## config.mk

```make
export PLATFORM = sky130hd
export DESIGN_NAME = booth_op_sequencer
export DESIGN_NICKNAME = d
export VERILOG_FILES = /design/src/rtl/booth_op_sequencer.sv
export SDC_FILE = /design/constraint.sdc
export NUM_CORES = 1
export LEC_CHECK = 0
export ABC_CLOCK_PERIOD_IN_PS = 4400
export CORE_MARGIN = 5
export CORE_UTILIZATION = 30
export CTS_BUF_LIST = sky130_fd_sc_hd__clkbuf_8 sky130_fd_sc_hd__clkbuf_16
export DETAILED_ROUTE_END_ITERATION = 8
export PLACE_DENSITY_LB_ADDON = 0.3
export SLEW_MARGIN = 20
export SYNTH_ARGS = -nofsm -noshare
export SYNTH_HDL_FRONTEND = slang
export SYNTH_SLANG_ARGS = --single-unit
```

## constraint.sdc

```tcl
create_clock -name clk -period 4.4 [get_ports clk]
set_clock_uncertainty 0.15 [all_clocks]
set_input_delay 0.88 -clock clk [delete_from_list [all_inputs] [get_ports clk]]
set_output_delay 0.88 -clock clk [all_outputs]
set_load 0.03 [all_outputs]
```

## src/rtl/booth_op_sequencer.sv

```systemverilog
// booth_op_sequencer
//
// Front end for the 16-bit Booth multiplier datapath/controller pair. It takes
// one multiplicand/multiplier pair at a time on a valid/ready port and sends
// the multiplier back to its idle state. It then pulses start and puts both
// operands onto the multiplier's shared data bus in the two cycles where the
// controller loads M and Q. When done arrives it captures the {A,Q} product
// and holds it on a valid/ready output port until the product is taken.
//
// Optional build macro: BOOTH_SEQ_TIMEOUT_EN
//   defined   : if the WAIT state runs TIMEOUT cycles without mul_done, the
//               sequencer returns product 0 with out_err=1
//   undefined : WAIT has no time limit and out_err is always 0
//
// Ports
//   clk          in   clock, rising edge
//   rst_n        in   asynchronous active-low reset
//   in_valid     in   operand pair valid
//   in_ready     out  sequencer can accept a pair (IDLE only)
//   in_mcand     in   multiplicand, loaded into M
//   in_mplier    in   multiplier, loaded into Q
//   mul_restart  out  one-cycle pulse that returns the controller to S0
//   mul_start    out  start to the multiplier controller
//   mul_data     out  drives the multiplier data_in bus
//   mul_done     in   multiplier done (level, held until restart)
//   mul_prod     in   {A,Q} from the multiplier
//   out_valid    out  product valid
//   out_ready    in   downstream accepts the product
//   out_prod     out  captured product
//   out_err      out  timeout flag
//
// State table
//   state    | meaning
//   IDLE     | in_ready=1, waiting for an operand pair
//   RESTART  | mul_restart pulse, multiplier returns to S0
//   START    | mul_start pulse, data bus 0
//   LDM      | data bus = multiplicand (controller loads M)
//   LDQ      | data bus = multiplier (controller loads Q)
//   WAIT     | waiting for mul_done, watchdog counter running
//   HOLD     | out_valid=1 until out_ready

module booth_op_sequencer #(
    parameter int WIDTH   = 16,
    parameter int CNT_W   = 6,
    parameter int TIMEOUT = 40
) (
    input  logic               clk,
    input  logic               rst_n,
    input  logic               in_valid,
    output logic               in_ready,
    input  logic [WIDTH-1:0]   in_mcand,
    input  logic [WIDTH-1:0]   in_mplier,
    output logic               mul_restart,
    output logic               mul_start,
    output logic [WIDTH-1:0]   mul_data,
    input  logic               mul_done,
    input  logic [2*WIDTH-1:0] mul_prod,
    output logic               out_valid,
    input  logic               out_ready,
    output logic [2*WIDTH-1:0] out_prod,
    output logic               out_err
);

    typedef enum logic [2:0] {
        S_IDLE,
        S_RESTART,
        S_START,
        S_LDM,
        S_LDQ,
        S_WAIT,
        S_HOLD
    } state_t;

    state_t             state;
    state_t             state_next;
    logic [WIDTH-1:0]   mcand_q;
    logic [WIDTH-1:0]   mplier_q;
    logic [WIDTH-1:0]   mcand_d;
    logic [WIDTH-1:0]   mplier_d;
    logic [WIDTH-1:0]   data_d;
    logic [CNT_W-1:0]   cnt;
    logic [CNT_W-1:0]   cnt_d;
    logic [2*WIDTH-1:0] prod_d;
    logic               err_d;
    logic               accept;
    logic               timeout_hit;

    // in_ready is a registered copy of "state is IDLE", so the handshake
    // can use it directly.
    assign accept = in_valid & in_ready;

`ifdef BOOTH_SEQ_TIMEOUT_EN
    // The counter is 0 in the first WAIT cycle. Comparing against TIMEOUT-1
    // gives exactly TIMEOUT WAIT cycles before the timeout takes effect.
    assign timeout_hit = (cnt >= CNT_W'(TIMEOUT - 1));
`else
    logic unused_timeout;
    assign timeout_hit    = 1'b0;
    assign unused_timeout = (TIMEOUT != 0);
`endif

    always_ff @(posedge clk or negedge rst_n) begin
        if (!rst_n) begin
            state <= S_IDLE;
        end else begin
            state <= state_next;
        end
    end

    always_comb begin
        state_next = state;
        mcand_d    = mcand_q;
        mplier_d   = mplier_q;
        cnt_d      = cnt;
        prod_d     = out_prod;
        err_d      = out_err;

        case (state)
            S_IDLE: begin
                if (accept) begin
                    mcand_d    = in_mcand;
                    mplier_d   = in_mplier;
                    state_next = S_RESTART;
                end
            end
            S_RESTART: state_next = S_START;
            S_START:   state_next = S_LDM;
            S_LDM:     state_next = S_LDQ;
            S_LDQ: begin
                cnt_d      = '0;
                state_next = S_WAIT;
            end
            S_WAIT: begin
                // mul_done is only looked at here. A done still asserted
                // from the previous operation is cleared by the restart
                // pulse before this state is reached.
                if (mul_done) begin
                    prod_d     = mul_prod;
                    err_d      = 1'b0;
                    state_next = S_HOLD;
                end else if (timeout_hit) begin
                    prod_d     = '0;
                    err_d      = 1'b1;
                    state_next = S_HOLD;
                end else if (cnt != '1) begin
                    cnt_d = cnt + CNT_W'(1);
                end
            end
            S_HOLD: begin
                if (out_ready) begin
                    err_d      = 1'b0;
                    state_next = S_IDLE;
                end
            end
            default: state_next = S_IDLE;
        endcase

        // Outputs are registered from the next state, so each output is
        // valid in the same cycle the FSM occupies the matching state.
        if (state_next == S_LDM) begin
            data_d = mcand_d;
        end else if (state_next == S_LDQ) begin
            data_d = mplier_d;
        end else begin
            data_d = '0;
        end
    end

    always_ff @(posedge clk or negedge rst_n) begin
        if (!rst_n) begin
            mcand_q     <= '0;
            mplier_q    <= '0;
            cnt         <= '0;
            in_ready    <= 1'b0;
            mul_restart <= 1'b0;
            mul_start   <= 1'b0;
            mul_data    <= '0;
            out_valid   <= 1'b0;
            out_prod    <= '0;
            out_err     <= 1'b0;
        end else begin
            mcand_q     <= mcand_d;
            mplier_q    <= mplier_d;
            cnt         <= cnt_d;
            in_ready    <= (state_next == S_IDLE);
            mul_restart <= (state_next == S_RESTART);
            mul_start   <= (state_next == S_START);
            mul_data    <= data_d;
            out_valid   <= (state_next == S_HOLD);
            out_prod    <= prod_d;
            out_err     <= err_d;
        end
    end

endmodule
```

==> results of run 1 <==
worst max path at each step:
stage                            start                     to  slack, ps  cells past startpoint
finish              in_ready$_DFF_PN0_               in_ready       1960                      1
global route        in_ready$_DFF_PN0_               in_ready       1890                      1
CTS                 in_ready$_DFF_PN0_               in_ready       1930                      1
detailed placement            in_valid  mplier_q[5]$_DFF_PN0_       1730                      5
global placement              in_valid  mplier_q[9]$_DFF_PN0_       1750                      5
floorplan                     in_valid  mcand_q[10]$_DFF_PN0_       2260                      4
final cells by class:
cell class                 instances  area [um^2]
sequential                        87         2180
clock buffer                      11          151
fill                            1010         6020
multi-input combinational        117         1080
tap                              140          175
timing repair buffer             123         1220
inverter                           1         3.75
clock inverter                     5         57.6
registers in the layout, indices dropped and copies added, names as in the netlist:
name,flops
in_ready,1
mcand_q,16
mplier_q,16
mul_data,16
mul_restart,1
mul_start,1
out_prod,32
out_valid,1
state,3
power by group:
part | internal (mW) | switching [mW]
combinational | 0.737 | 0.715
sequential | 1.15 | 0.203
clock | 0.293 | 0.275
placed cells by master, fill, tap and decap left out, types with 3 or more instances in the layout:
master / count
buf_4: 3
clkbuf_8: 11
clkdlybuf4s50_1: 119
dfrtp_1: 87
mux2_1: 4
mux2_2: 60
mux2i_1: 16
nand2b_1: 3
nor2_1: 18
routing by layer:
| metal | up-vias | wire (um) | track usage |
|---|---|---|---|
| met4 | 0 | 48 | 0.0302 |
| met1 | 1029 | 3230 | 0.148 |
| li1 | 994 | - | - |
| met2 | 84 | 3240 | 0.161 |
| met5 | - | 0 | 0 |
| met3 | 6 | 611 | 0.0444 |
metrics by stage:
stage / setup WS [ps] / instance area, um^2 / power [mW]
finish: 1960 / 4870 / 3.37
global route: 1890 / 4870 / 3.59
CTS: 1930 / 4870 / 3.43
detailed placement: 1730 / 4660 / 2.85
global placement: 1750 / 4660 / 2.82
floorplan: 2260 / 3360 / 2.27
worst reg2reg max path, delay by kind of cell, from the launching register on:
family | cells | cell delay [ps]
buf+inv | 2 | 750
flops | 1 | 610
mux | 1 | 420
simple gates | 1 | 210
logic make-up after synthesis:
group | after synthesis | share of synthesized area
DFF | 87 | 0.648
muxes | 80 | 0.262
and+or+nand+nor | 28 | 0.0425
buffers and inverters | 15 | 0.0305
AOI/OAI and AO/OA | 8 | 0.0156
other | 1 | 0.00112
==> flow_summary_export.csv, run 1 <==
group,metric,value,unit
floorplanning,rows,38,
setup_path,path_max_fanout,2,
clock_network,cts_hold_buf,0,
cells_and_area,fin_cells,484,
setup_path,path_cells,"clkdlybuf4s50_1",
synth,avgSynthCellArea,15.3,um^2
global_routing,grt_pass1_wl,11.3,mm
setup_path,crit_buf_inv,1,
clock_network,htreeDepth,3,
route,routed_wl,7.14,mm
setup_path,end_kind,"output port",
power_and_ir_drop,leakagePower,2.09,nW
synth,ys_seq_area_frac,0.648,
sta,fin_crit_sh,0.554,
min_path,hp-start,"mplier_q[4]$_DFF_PN0_",
synth,yosysTopAreaCellShare,0.648,
sta,fin_crit,2440,ps
setup_path,cp-start-kind,"flip-flop",
setup_path,worstReg2RegEnd,"mplier_q[5]$_DFF_PN0_",
floorplanning,core_area,10900,um^2
synth,synth_common_cells,"dfrtp_1, mux2_2, nor2_1",
setup_path,path_delay_family,"buffers and inverters",
setup_path,cp_data_arrival_time,1410,ps
setup_path,r2r_start,"state[0]$_DFF_PN0_",
setup_path,cp.required,3370,ps
sta,rsz0062_at_grt,"no",
global_routing,track_usage,0.109,
min_path,worstHoldPathType,"flip-flop to flip-flop",
route,wl_per_cell,14.7,um
synth,ys_ff_latch,87,
placed_design,place_hpwl,4.95,mm
clock_network,clock-sinks,87,
min_path,hold_depth,1,
run_status,outcome,"completed",
global_routing,first_global_vias,2219,
synth,synth_top_cell_by_area,"dfrtp_1",
clock_network,cts-root-buf,"clkbuf_8",
setup_path,crit_type,"flip-flop to output port",
synth,synth_area,3360,um^2
global_routing,grt_max_degree,88,
setup_path,cp_slowest_cell,"clkdlybuf4s50_1",
power_and_ir_drop,vdd_drop_max,0.000339,V
sta,clock.fmax,411,MHz
route,vias,2113,
synth,netlist_instances,219,
setup_path,critical_path.max_stage_delay,680,ps
route,via_per_inst,4.37,
clock_network,cts_tree,"done",
sta,tightestPinTransition,786,ps
setup_path,r2r_cells,4,
clock_network,insertion_delay,340,ps
global_routing,grt_antenna_before_repair,0,
sta,finalHoldViolations,0,
synth,yosys_warnings,0,
min_path,holdPathEnd,"mplier_q[4]$_DFF_PN0_",
synth,synthFlopType,"dfrtp_1",
clock_network,postCtsSetupRepairBufs,0,
placed_design,gp_congestion,0.664,
sta,whs,353,ps
cells_and_area,layout.nets,408,
floorplanning,dieArea,13400,um^2
clock_network,cts_buffer_depth,2,
sta,finalSetupTns,0,ps
synth,synthArstFlopShare,1.00,
synth,synth_area_leaders,"dfrtp_1, mux2_2, mux2i_1",
cells_and_area,syn_to_final_growth,45.0,%
placed_design,port-buffer-count,120,
run,cap_violations,0,
cells_and_area,drive_gt1_frac,0.233,
synth,synth-edff-count,0,
power_and_ir_drop,power_density,692,nW/um^2
placed_design,place_inst,468,
floorplanning,dieHeight,116,um
sta,drv_slew,0,
synth,synth_cell_types,24,
cells_and_area,antennaDiodeCount,0,
floorplanning,start_util,0.309,
cells_and_area,final_util,0.447,
floorplanning,pin_count,122,
route,dr.pass1.iters,4,
floorplanning,die_w,116,um
sta,setup_viol,0,
setup_path,r2r_setup_slack,2140,ps
synth,synth_nets,288,
synth,yosysMostFrequentCell,"dfrtp_1",
route,drt_iter0_drc,82,
route,ant_nets,0,
clock_network,cts_inserted_buffers,9,
route,drc,0,
clock_network,clk_pin_slew_worst_paths,90,ps
clock_network,cts.repair.resized,0,
sta,slew_headroom,0.476,
global_routing,grt_overflow,0,
No activity file was read; power rests on OpenSTA's default activity.
==> inputs of run 2 (changes only) <==
ABC_CLOCK_PERIOD_IN_PS = 2000   (was 4400)
clock period = 2 ns   (was 4.4 ns; I/O delays follow)
==> run 2 against run 1 <==
  * Routed wire length rose by 3.3%
  * Clock power increased to 2.8 times the previous value
  * Utilization grew 1.7 points
  * First-iteration DRC count down 8.5%
  * Critical endpoint unchanged
  * Total power rose by 130%
  * Combinational power is 130% higher
==> flow_summary_export.csv, run 2 (synthesis results as in run 1) <==
group,metric,value,unit
min_path,worstHoldPathType,"primary input to asynchronous set/reset pin",
setup_path,path_max_fanout,2,
route,routed_wl,7.37,mm
setup_path,path_delay_family,"buffers and inverters",
clock_network,htreeDepth,3,
cells_and_area,layout.nets,418,
placed_design,place_hpwl,5.34,mm
floorplanning,pin_count,122,
route,wl_per_cell,14.9,um
global_routing,grt_antenna_before_repair,0,
sta,fin_ws,49.5,ps
floorplanning,die_w,116,um
route,via_per_inst,4.44,
clock_network,cts-root-buf,"clkbuf_8",
route,dr.pass1.iters,4,
route,vias,2193,
floorplanning,dieArea,13400,um^2
route,drt_iter0_drc,75,
sta,finalSetupTns,0,ps
clock_network,cts_tree,"done",
clock_network,clk_pin_slew_worst_paths,90,ps
cells_and_area,drive_gt1_frac,0.251,
clock_network,postCtsSetupRepairBufs,0,
setup_path,r2r_cells,3,
sta,finalHoldViolations,0,
sta,fin_crit,1950,ps
cells_and_area,layout_commonest_cell,"clkdlybuf4s50_1",
setup_path,cp_slowest_cell,"clkdlybuf4s50_1",
setup_path,worstReg2RegEnd,"mcand_q[11]$_DFF_PN0_",
cells_and_area,final_cell_mix,"clkdlybuf4s50_1, dfrtp_1, mux2_2",
global_routing,grt_pass1_wl,11.4,mm
clock_network,clock-sinks,87,
sta,setup_viol,0,
global_routing,first_global_vias,2292,
run_status,outcome,"completed",
setup_path,end_kind,"output port",
sta,whs,326,ps
floorplanning,core_area,10900,um^2
setup_path,crit_type,"flip-flop to output port",
setup_path,r2r_setup_slack,380,ps
floorplanning,rows,38,
setup_path,critical_path.max_stage_delay,680,ps
setup_path,path_cells,"clkdlybuf4s50_1",
placed_design,gp_congestion,0.758,
power_and_ir_drop,leakagePower,2.23,nW
cells_and_area,fillers,1007,
clock_network,cts_buffer_depth,2,
global_routing,grt_max_degree,50,
placed_design,place_ws,-62.7,ps
sta,rsz0062_at_grt,"no",
setup_path,crit_buf_inv,1,
floorplanning,start_util,0.309,
global_routing,grt_overflow,0,
sta,drv_slew,0,
setup_path,cp-start-kind,"flip-flop",
sta,clock.fmax,513,MHz
route,ant_nets,0,
cells_and_area,largest_reg_flops,32,
clock_network,insertion_delay,340,ps
run,cap_violations,0,
placed_design,port-buffer-count,120,
floorplanning,dieHeight,116,um
cells_and_area,top_register,"out_prod",
power_and_ir_drop,power_density,1550,nW/um^2
setup_path,cp.required,1450,ps
sta,fin_crit_sh,0.975,
global_routing,track_usage,0.111,
route,drc,0,
power_and_ir_drop,vdd_drop_max,0.000634,V
cells_and_area,syn_to_final_growth,50.4,%
setup_path,cp_data_arrival_time,1400,ps
cells_and_area,antennaDiodeCount,0,
cells_and_area,final_util,0.464,
setup_path,r2r_start,"state[2]$_DFF_PN0_",
clock_network,cts_inserted_buffers,9,
run 2: stage by stage:
stage,area (um^2),instances,power (mW)
after floorplan,3360,219,5.00
after global routing,5050,494,8.33
after detailed placement,4760,477,6.36
after CTS,5040,494,8.01
after global placement,4760,477,6.28
final,5050,494,7.85
run 2: report_power, final:
group / internal (mW) / switching, mW
Clock: 0.988 / 0.608
Sequential: 2.53 / 0.356
Combinational: 1.69 / 1.69
Total: 5.20 / 2.65
run 2: worst max-delay path by stage:
stage                             from                      to  cells past startpoint
floorplan           in_ready$_DFF_PN0_   mcand_q[10]$_DFF_PN0_                      4
global placement              in_valid   mplier_q[7]$_DFF_PN0_                      5
detailed placement            in_valid  mplier_q[13]$_DFF_PN0_                      5
CTS                 in_ready$_DFF_PN0_                in_ready                      1
global route        in_ready$_DFF_PN0_                in_ready                      1
finish              in_ready$_DFF_PN0_                in_ready                      1
run 2: what timing repair did:
item,4_1_cts,5_1_grt
gates resized for setup,0,4
endpoints found under the hold margin,17,0
hold buffers,1,0
setup endpoints to repair,0,4
run 2: routing by layer:
metal,vias to the layer above,global-route usage,routed length [um]
met2,74,0.180,3540
met1,1106,0.135,3180
met3,5,0.0418,596
met5,-,0,0
li1,1008,-,-
met4,0,0.0371,51
run 2: cell type report:
class	count	area (um^2)	area share
Clock buffer	10	138	0.0272
Clock inverter	6	133	0.0263
Inverter	1	3.75	0.000743
Multi-Input combinational cell	117	1080	0.214
Sequential cell	87	2180	0.431
Tap cell	140	175	0.0347
Timing Repair Buffer	133	1350	0.266
==> inputs of run 3 (changes only) <==
RECOVER_POWER = 100   (was unset)
==> run 3 against run 2 <==
  * Final area down 1.6%
  * Critical path depth unchanged
  * Sequential cell count unchanged
  * Via count up 0.27%
  * Non-clock buffer count unchanged
  * Sequential power about the same
  * First-iteration DRC count down 11%
  * Critical path type unchanged
  * Largest power group unchanged
==> flow_summary_export.csv, run 3 (synthesis results as in run 1) <==
group,metric,value,unit
run_status,outcome,"completed",
cells_and_area,top_register,"out_prod",
cells_and_area,syn_to_final_growth,48.0,%
global_routing,track_usage,0.111,
clock_network,clk_pin_slew_worst_paths,90,ps
cells_and_area,fin_cells,494,
power_and_ir_drop,fin_total_pwr,7.78,mW
setup_path,crit_buf_inv,1,
global_routing,grt_overflow,0,
setup_path,crit_type,"flip-flop to output port",
setup_path,cp_slowest_cell,"clkdlybuf4s50_1",
route,routed_wl,7.41,mm
cells_and_area,final_cell_mix,"clkdlybuf4s50_1, dfrtp_1, mux2_2",
cells_and_area,fillers,1022,
cells_and_area,fin_area,4970,um^2
setup_path,critical_path.max_stage_delay,680,ps
run,cap_violations,0,
setup_path,cp_data_arrival_time,1400,ps
min_path,worstHoldPathType,"primary input to asynchronous set/reset pin",
power_and_ir_drop,leakagePower,2.16,nW
global_routing,grt_antenna_before_repair,0,
power_and_ir_drop,power_density,1560,nW/um^2
global_routing,first_global_vias,2292,
placed_design,place_inst,477,
route,ant_nets,0,
route,via_per_inst,4.45,
clock_network,cts_tree,"done",
cells_and_area,drive_gt1_frac,0.251,
placed_design,place_ws,-62.7,ps
setup_path,path_max_fanout,2,
clock_network,cts-root-buf,"clkbuf_8",
placed_design,placed_cell_area,4760,um^2
sta,finalSetupTns,0,ps
clock_network,cts_buffer_depth,2,
clock_network,postCtsSetupRepairBufs,0,
setup_path,cp-start-kind,"flip-flop",
global_routing,grt_max_degree,50,
sta,slew_headroom,0.546,
clock_network,insertion_delay,340,ps
sta,clock.fmax,512,MHz
sta,drv_slew,0,
route,drc,0,
setup_path,crit_cells,1,
floorplanning,core_area,10900,um^2
setup_path,r2r_cells,4,
clock_network,htreeDepth,3,
placed_design,gp_congestion,0.758,
sta,setup_viol,0,
power_and_ir_drop,vdd_drop_max,0.000604,V
sta,finalHoldViolations,0,
floorplanning,dieArea,13400,um^2
route,dr.pass1.iters,4,
sta,fin_ws,47.3,ps
cells_and_area,regArea,2180,um^2
placed_design,place_hpwl,5.34,mm
cells_and_area,layout_commonest_cell,"clkdlybuf4s50_1",
cells_and_area,multi_input_area,1080,um^2
setup_path,end_kind,"output port",
clock_network,cts_inserted_buffers,9,
route,drt_iter0_drc,67,
sta,fin_crit,1950,ps
cells_and_area,antennaDiodeCount,0,
sta,rsz0062_at_grt,"no",
route,wl_per_cell,15.0,um
sta,whs,317,ps
route,vias,2199,
cells_and_area,largest_reg_flops,32,
clock_network,clock-sinks,87,
cells_and_area,final_util,0.457,
setup_path,path_cells,"clkdlybuf4s50_1",
floorplanning,start_util,0.309,
floorplanning,die_w,116,um
setup_path,path_delay_family,"buffers and inverters",
cells_and_area,layout.nets,418,
placed_design,port-buffer-count,120,
floorplanning,rows,38,
sta,fin_crit_sh,0.976,
global_routing,grt_pass1_wl,11.4,mm
setup_path,cp.required,1450,ps
floorplanning,pin_count,122,
floorplanning,dieHeight,116,um
sta,tightestPinTransition,681,ps
## run 3: what timing repair did
item                       4_1_cts  5_1_grt
hold buffers                     1        0
setup endpoints to repair        0        4
resized for setup                0        4
hold endpoints to repair        17        0
## run 3: path summary, 6_finish.rpt
path / from / endpoint / slack (ps)
worst max-delay path: in_ready$_DFF_PN0_ / in_ready / 50
worst min-delay path: rst_n / out_prod[29]$_DFFE_PN0P_ / 320
worst max register to register: state[1]$_DFF_PN0_ / out_prod[9]$_DFFE_PN0P_ / 160
worst min register to register: mplier_q[4]$_DFF_PN0_ / mplier_q[4]$_DFF_PN0_ / 350
max in group asynchronous: rst_n / out_prod[17]$_DFFE_PN0P_ / 390
min in group clk: mplier_q[4]$_DFF_PN0_ / mplier_q[4]$_DFF_PN0_ / 350
## run 3: power breakdown
group          switching (mW)  internal [mW]
logic                    1.69           1.61
clock network           0.607          0.988
registers               0.357           2.53
## run 3: routing by layer
layer | vias to the layer above | GRT usage | part of all wire
met5 | - | 0 | 0
met4 | 0 | 0.0371 | 0.0084
met3 | 7 | 0.0418 | 0.081
met2 | 77 | 0.180 | 0.48
met1 | 1105 | 0.135 | 0.43
li1 | 1010 | - | -
## run 3: area by class of cell
class | instances | area share
Clock buffer | 10 | 0.0277
Clock inverter | 6 | 0.0267
Inverter | 1 | 0.000755
Multi-Input combinational cell | 117 | 0.217
Sequential cell | 87 | 0.438
Tap cell | 140 | 0.0352
Timing Repair Buffer | 133 | 0.255
## run 3: worst reg2reg max path, cell delays in order, from the launching register on
cell and delay, ps:
dfrtp_1 410, clkbuf_2 220, nand4b_1 130, clkbuf_4 420, mux2_2 410
